### config.mk
export PLATFORM = sky130hd
export DESIGN_NAME = simplez_tx_port
export DESIGN_NICKNAME = d
export VERILOG_FILES = /design/src/rtl/simplez_tx_port.sv
export SDC_FILE = /design/constraint.sdc
export NUM_CORES = 1
export LEC_CHECK = 0
export BUFFER_PORTS_ARGS = -buffer_cell sky130_fd_sc_hd__buf_2
export CORE_MARGIN = 5
export CORE_UTILIZATION = 57
export DETAILED_ROUTE_END_ITERATION = 12
export HOLD_SLACK_MARGIN = 0.05
export PLACE_DENSITY = 0.78
export SYNTH_ARGS = -nofsm -noshare
export SYNTH_HDL_FRONTEND = slang
export SYNTH_SLANG_ARGS = --single-unit
### constraint.sdc
create_clock -name clk -period 3 [get_ports clk]
set_input_delay 0.45 -clock clk [delete_from_list [all_inputs] [get_ports clk]]
set_output_delay 0.45 -clock clk [all_outputs]
set_load 0.01 [all_outputs]
### src/rtl/simplez_tx_port.sv
// simplez_tx_port: FIFO-buffered UART transmitter on the Simplez CPU store path (8N1 frames).
// Define SIMPLEZ_TX_PARITY_EN to insert an even-parity bit before the stop bit (8E1 frames).
module simplez_tx_port #(
  parameter int BAUD_DIV   = 104,
  parameter int FIFO_DEPTH = 4
) (
  input  logic        clk,
  input  logic        rstn,
  input  logic        wr,
  input  logic [11:0] din,
  input  logic        clr,
  output logic        tx,
  output logic        ready,
  output logic        busy,
  output logic        ovf,
  output logic [11:0] status
);
  localparam int DATA_W = 8;
  localparam int CW     = $clog2(BAUD_DIV);
  localparam int AW     = $clog2(FIFO_DEPTH);
  localparam logic [CW-1:0] CNT_LAST = CW'(BAUD_DIV - 1);
  localparam logic [AW:0]   CNT_FULL = (AW + 1)'(FIFO_DEPTH);

`ifdef SIMPLEZ_TX_PARITY_EN
  typedef enum logic [2:0] {S_IDLE, S_START, S_DATA, S_PARITY, S_STOP} state_t;
`else
  typedef enum logic [2:0] {S_IDLE, S_START, S_DATA, S_STOP} state_t;
`endif

  state_t              state, state_nxt;
  logic [CW-1:0]       cnt;
  logic [2:0]          bit_idx;
  logic [DATA_W-1:0]   shreg;
  logic [DATA_W-1:0]   mem [FIFO_DEPTH];
  logic [AW-1:0]       wptr, rptr;
  logic [AW:0]         count;
  logic                tick, fifo_empty, fifo_full, push, pop, drop;
  logic                unused_din;

  assign unused_din = ^din[11:DATA_W];

  assign tick       = (cnt == CNT_LAST);
  assign fifo_empty = (count == '0);
  assign fifo_full  = (count == CNT_FULL);
  // A full FIFO drops the write even when a pop frees a slot on the same edge.
  assign push       = wr && !fifo_full;
  assign drop       = wr && fifo_full;
  assign pop        = !fifo_empty && ((state == S_IDLE) || (state == S_STOP && tick));

  assign ready  = !fifo_full;
  assign busy   = (state != S_IDLE) || !fifo_empty;
  assign status = {9'b0, ovf, busy, ready};

  always_ff @(posedge clk or negedge rstn) begin
    if (!rstn) state <= S_IDLE;
    else       state <= state_nxt;
  end

  always_comb begin
    state_nxt = state;
    case (state)
      S_IDLE:   if (!fifo_empty) state_nxt = S_START;
      S_START:  if (tick) state_nxt = S_DATA;
`ifdef SIMPLEZ_TX_PARITY_EN
      S_DATA:   if (tick && bit_idx == 3'd7) state_nxt = S_PARITY;
      S_PARITY: if (tick) state_nxt = S_STOP;
`else
      S_DATA:   if (tick && bit_idx == 3'd7) state_nxt = S_STOP;
`endif
      // Back-to-back frames: the next start bit follows the stop bit directly.
      S_STOP:   if (tick) state_nxt = fifo_empty ? S_IDLE : S_START;
      default:  state_nxt = S_IDLE;
    endcase
  end

`ifdef SIMPLEZ_TX_PARITY_EN
  logic par_bit;

  always_ff @(posedge clk) begin
    if (pop) par_bit <= ^mem[rptr];
  end
`endif

  always_comb begin
    tx = 1'b1;
    case (state)
      S_START:  tx = 1'b0;
      S_DATA:   tx = shreg[0];
`ifdef SIMPLEZ_TX_PARITY_EN
      S_PARITY: tx = par_bit;
`endif
      default:  tx = 1'b1;
    endcase
  end

  always_ff @(posedge clk or negedge rstn) begin
    if (!rstn) begin
      cnt     <= '0;
      bit_idx <= '0;
      wptr    <= '0;
      rptr    <= '0;
      count   <= '0;
      ovf     <= 1'b0;
    end else begin
      // Every state change happens on a tick (or out of IDLE, where cnt is held at 0).
      cnt <= (state == S_IDLE || tick) ? '0 : cnt + CW'(1);
      if (state == S_DATA && tick) bit_idx <= bit_idx + 3'd1;
      if (push) wptr <= wptr + AW'(1);
      if (pop)  rptr <= rptr + AW'(1);
      case ({push, pop})
        2'b10:   count <= count + (AW + 1)'(1);
        2'b01:   count <= count - (AW + 1)'(1);
        default: count <= count;
      endcase
      if (drop)     ovf <= 1'b1;
      else if (clr) ovf <= 1'b0;
    end
  end

  always_ff @(posedge clk) begin
    if (push) mem[wptr] <= din[DATA_W-1:0];
    if (pop)                       shreg <= mem[rptr];
    else if (state == S_DATA && tick) shreg <= shreg >> 1;
  end

endmodule

### After elaboration in Yosys (flattened, before gate mapping)

Memory sizes are Yosys's and may differ from the RTL's.
Index checks and enable logic that the tools add are counted.
W data, S select, Z words.

* bits in registers: 29
* RAM bits: 32
* memories kept: 1

Memory list
* mem: words 4, width 8, read ports 1, clocked after Yosys merged registers in 0, wr ports 1, line 34 `logic [DATA_W-1:0] mem [FIFO_DEPTH];`

* add/subtract/negate cells: 6
* eq/ne operators: 12
* mux-type cells: 15
* reduce and logical (&&, ||, !) cells: 18

Operators with widths (number)
* $mux W8: 2
* $mux W3: 4
* $pmux W3 S4: 1
* $ne A2 B2 Y1 const B: 4
* $add A7 B1 Y7 const B: 1
* $eq A7 B7 Y1 const B: 1
* $mux W7: 1
* $add A3 B1 Y3 const B: 2
* $eq A3 B2 Y1 const B: 2
* $eq A3 B3 Y1 const B: 2
* $logic_and A1 B1 Y1: 6
* $logic_not A3 Y1: 2
* $pmux W3 S2: 1
* $reduce_bool A2 Y1: 3
* $mux W1: 5
* $add A2 B1 Y2 const B: 2
* $reduce_and A4 Y1: 1
* $eq A3 B1 Y1 const B: 1
* $logic_or A1 B1 Y1: 3
* $reduce_bool A3 Y1: 1
* $sub A3 B1 Y3 const B: 1
* $eq A2 B1 Y1 const B: 1
* $eq A2 B2 Y1 const B: 1
* $logic_not A1 Y1: 2
* $pmux W1 S2: 1

### Longest topological paths before layout

* depth after elaboration: 6
* mapped depth: 13

### Worst setup path after synthesis

Ideal clock, no wire load.

* path type: register -> register
* from: register state[0]
* to: register count[2]
* setup time: 0.079 ns
* arrival: 2.320 ns
* required time: 2.921 ns
* path slack: 0.600 ns
* stages on the path, launching flop included: 14
* buffers on the path: 2
* period minus slack after synthesis: 2.400 ns
* cell sequence: dfrtp_1 -> inv_1 -> ha_1 -> clkbuf_1 -> o31ai_1 -> o41a_1 -> buf_4 -> inv_1 -> ha_1 -> inv_1 -> fa_1 -> xor2_1 -> nor2_1 -> xor2_1

* cells in the longest elaborated chain, start to end: 6

Ends and longest elaborated chain
* start, declared: line 30 `state_t state, state_nxt;`
* start signal, assigned: line 56 `else state <= state_nxt;`
* $eq A3 B2 Y1: line 48 `assign pop = !fifo_empty && ((state == S_IDLE) || (state == S_STOP && tick));`
* $logic_and A1 B1 Y1: line 48
* $logic_or A1 B1 Y1 (*): line 48
* $logic_and A1 B1 Y1 (*): line 48
* $eq A2 B1 Y1 / $eq A2 B2 Y1 (equally long branches): line 110 `case ({push, pop})`
* $pmux W3 S2 / $reduce_bool A2 Y1 (equally long branches)
* end signal, assigned: line 111 `2'b10: count <= count + (AW + 1)'(1);`
* end signal, assigned: line 112 `2'b01: count <= count - (AW + 1)'(1);`
* end signal, assigned: line 113 `default: count <= count;`
* end, declared: line 36 `logic [AW:0] count;`

Every way passes the cells marked *; elsewhere a longest branch is shown, timed or not.
A chain may end at the register's enable or synchronous reset.

### Final worst setup path

* from: register cnt[0]
* to: register count[2]

* cells in the longest elaborated chain, start to end: 6

Ends and longest elaborated chain
* start, declared: line 31 `logic [CW-1:0] cnt;`
* start signal, assigned: line 106 `cnt <= (state == S_IDLE || tick) ? '0 : cnt + CW'(1);`
* $eq A7 B7 Y1 (*): line 42 `assign tick = (cnt == CNT_LAST);`
* $logic_and A1 B1 Y1 (*): line 48
* $logic_or A1 B1 Y1 (*): line 48
* $logic_and A1 B1 Y1 (*): line 48
* $eq A2 B1 Y1 / $eq A2 B2 Y1 (equally long branches): line 110
* $pmux W3 S2 / $reduce_bool A2 Y1 (equally long branches)

Marked as above.

==> results.cfg <==
[status]
status = finished, final reports clean

[route]
wl_per_cell_um = 16.8
postRouteWirelength_um = 4290
drcViolationCount = 0
drt_iter0_markers = 173
vias = 1403
drt_pass1_iterations = 4
vias_per_cell = 5.48
drtAntennaViolNets = 0

[clock_tree]
clock_latency_ps = 340
tritoncts = done
clock-sinks = 60
cts.reportedPaths.clkPinSlew_ps = 60
hold_buffers = 0
cts_made_buffers = 9
cts_resized = 0
htreeDepth = 3
clockRootBuffer = clkbuf_8
cts_post_setup_buffers_inserted = 0
cts_buffer_depth = 2

[sta]
worst_slew_pin_slew_ps = 603
fin_tns_setup_ps = 0
fin_skew_ps = 11.9
rsz0062_at_grt = false
fin_ws_ps = 571
finalSetupViolCount = 0
hold-worst-slack_ps = 58.9
fin_crit_ps = 2430
drv_slew = 0
relSlewSlack_pct = 59.8
fmax_ghz = 0.412
finalHoldViolCount = 0
period_share_pct = 81.0

[die]
coreArea_sq_um = 4660
io_pins = 32
rows = 25
die_h_um = 79.0
initial_core_util_pct = 58.1
fp.dieW_um = 79.0
die-area_sq_um = 6230

[logic_synthesis]
synth_top_family_by_area = multiplexers
seq_area_frac_synth_pct = 62.8
async_flop_share_pct = 33.3
yosys.area.top_type = edfxtp_1
synth_compound_area_share_pct = 3.51
synth-xor-area-share_pct = 3.55
yosys-top-cells-area = edfxtp_1 44%, dfrtp_1 18%, mux4_2 6.6%
avgSynthCellArea_sq_um = 15.4
syn_area_sq_um = 2710
synth_edf_count = 40
ys_ff_latch = 60
synthDominantCellAreaShare_pct = 44.3
synth_ff_type = edfxtp_1
synth_warnings = 0
synth_fa_ha_area_share_pct = 6.28
synthSimpleGateAreaFrac_pct = 6.09
synthMuxAreaShare_pct = 11.9
synth_cell_types = 33
synthCells = 176

[worst_setup_path]
cpPeakStageDelay_ps = 450
start_kind = flop
endpoint_kind = flop
reg2reg_depth = 10
critPathSlowestCell = o41a_1
worstReg2RegEnd = count[2]$_DFFE_PN0P_
crit_arrival_ps = 2680
crit_required_ps = 3250
ff2ff_setup_slack_ps = 570
critPathLaunch = cnt[0]$_DFF_PN0_
criticalPathCategory = reg -> reg
path_max_fanout = 5
regToRegStartpoint = cnt[0]$_DFF_PN0_
path_cells = ha_1 > nand3_2 > o41a_1 > inv_1 > ha_1 > inv_1 > fa_1 > xor2_1 > nor2_1 > xor2_1

[grt]
use_met1_pct = 19.6
grt_max_degree = 21
grt_busiest_layer = met2
grt_overflow = 0
grt_pass1_vias = 1533
grt_use_met3_pct = 6.80
grt_util_all_layers_pct = 16.1
grt_pass1_wl_um = 7290
antenna_found_initial = 0
grt_use_met2_pct = 25.1

[finish]
drive_gt1_share_pct = 26.7
antenna_cells = 0
postLayoutCoreUtil_pct = 63.4
nNetsFinal = 226
area_growth_syn_to_layout_pct = 8.96

[placed_design]
dp_hpwl_um = 2980
port_buffers = 18
routabilityCongestion = 0.757
dp_slack_ps = 602

[worst_hold_path]
hold_class = in -> async

[power]
power.density_nw_per_um2 = 977
p_leak_nw = 1.22
vdd_drop_max_v = 0.000561
p_total_mw = 2.89

[run]
cap_violations = 0
## worst max-delay path by stage
stage,to,slack [ps],cells after the start
2_1_floorplan,count[2]$_DFFE_PN0P_,600,13
5_1_grt,count[2]$_DFFE_PN0P_,410,10
4_1_cts,count[2]$_DFFE_PN0P_,540,10
3_5_place_dp,count[2]$_DFFE_PN0P_,600,10
6_report,count[2]$_DFFE_PN0P_,570,10
3_3_place_gp,count[2]$_DFFE_PN0P_,700,10
## where the power goes
group,leakage [nW],total (mW),switching [mW],internal (mW)
combinational,0.515,0.924,0.440,0.484
clock,0.0791,0.595,0.300,0.295
sequential,0.622,1.37,0.193,1.17
## cells in the mapped netlist, types with 3 or more instances
cell type / count
mux4_2: 8
o21ai_0: 4
nand2_1: 7
clkbuf_1: 3
mux2_4: 5
edfxtp_1: 40
buf_4: 13
nor2_1: 6
nor3_1: 3
mux2_2: 6
and3_1: 5
xnor2_1: 6
ha_1: 12
dfrtp_1: 20
inv_1: 11
xor2_1: 5
## worst max-delay path: cells and delay by family (launching register included)
kind / cells / cell delay [ps]
and+or+nand+nor: 2 / 270
AOI/OAI and AO/OA: 1 / 450
adders and majority gates: 3 / 800
xor gates and xnor gates: 2 / 300
DFF: 1 / 380
buffers and inverters: 2 / 140
## cells by family after synthesis
group,count (synthesis)
AO/OA/AOI/OAI,13
XOR/XNOR,11
adder cells (fa/ha/maj),13
buffers and inverters,28
flip-flops,60
multiplexers,19
other,1
AND/OR/NAND/NOR,31
## through the flow
| stage | area (sq um) | std cells |
|---|---|---|
| 2_1_floorplan | 2740 | 184 |
| 3_3_place_gp | 2790 | 240 |
| 3_5_place_dp | 2790 | 240 |
| 4_1_cts | 2950 | 256 |
| 5_1_grt | 2950 | 256 |
| 6_report | 2950 | 256 |
## state kept, by name (all words and copies together) (netlist names)
signal / count
shreg: 8
cnt: 7
bit_idx: 3
count: 3
ovf: 1
mem: 32
rptr: 2
state: 2
wptr: 2
## cells in the final DEF (no fill, tap or decap), types with 3 or more instances in the layout
cell type and n:
o21ai_0 4, clkinv_2 3, edfxtp_1 40, nand2_1 7
nor2_1 6, buf_2 18, xnor2_1 6, mux4_2 8
and3_1 5, inv_1 11, ha_1 12, mux2_2 6
nor3_1 3, clkbuf_8 9, mux2_4 5, dfrtp_1 20
conb_1 9, xor2_1 5
## area by class of cell
cell class              instances  area (sq um)
fillers                       350          1710
flip-flops and latches         60          1700
well taps                      54          67.6
clock inverters                 5          30.0
repair buffers                 19          97.6
multi-input cells              96           883
inverters                      11          41.3
clock buffers                  11           131
## layer usage
layer / wire, um / up-vias
met3: 289 / 6
met2: 2120 / 41
met1: 1800 / 698
met5: 0 / -
met4: 80 / 0
li1: - / 658
Power figures use the tool's default switching activity.
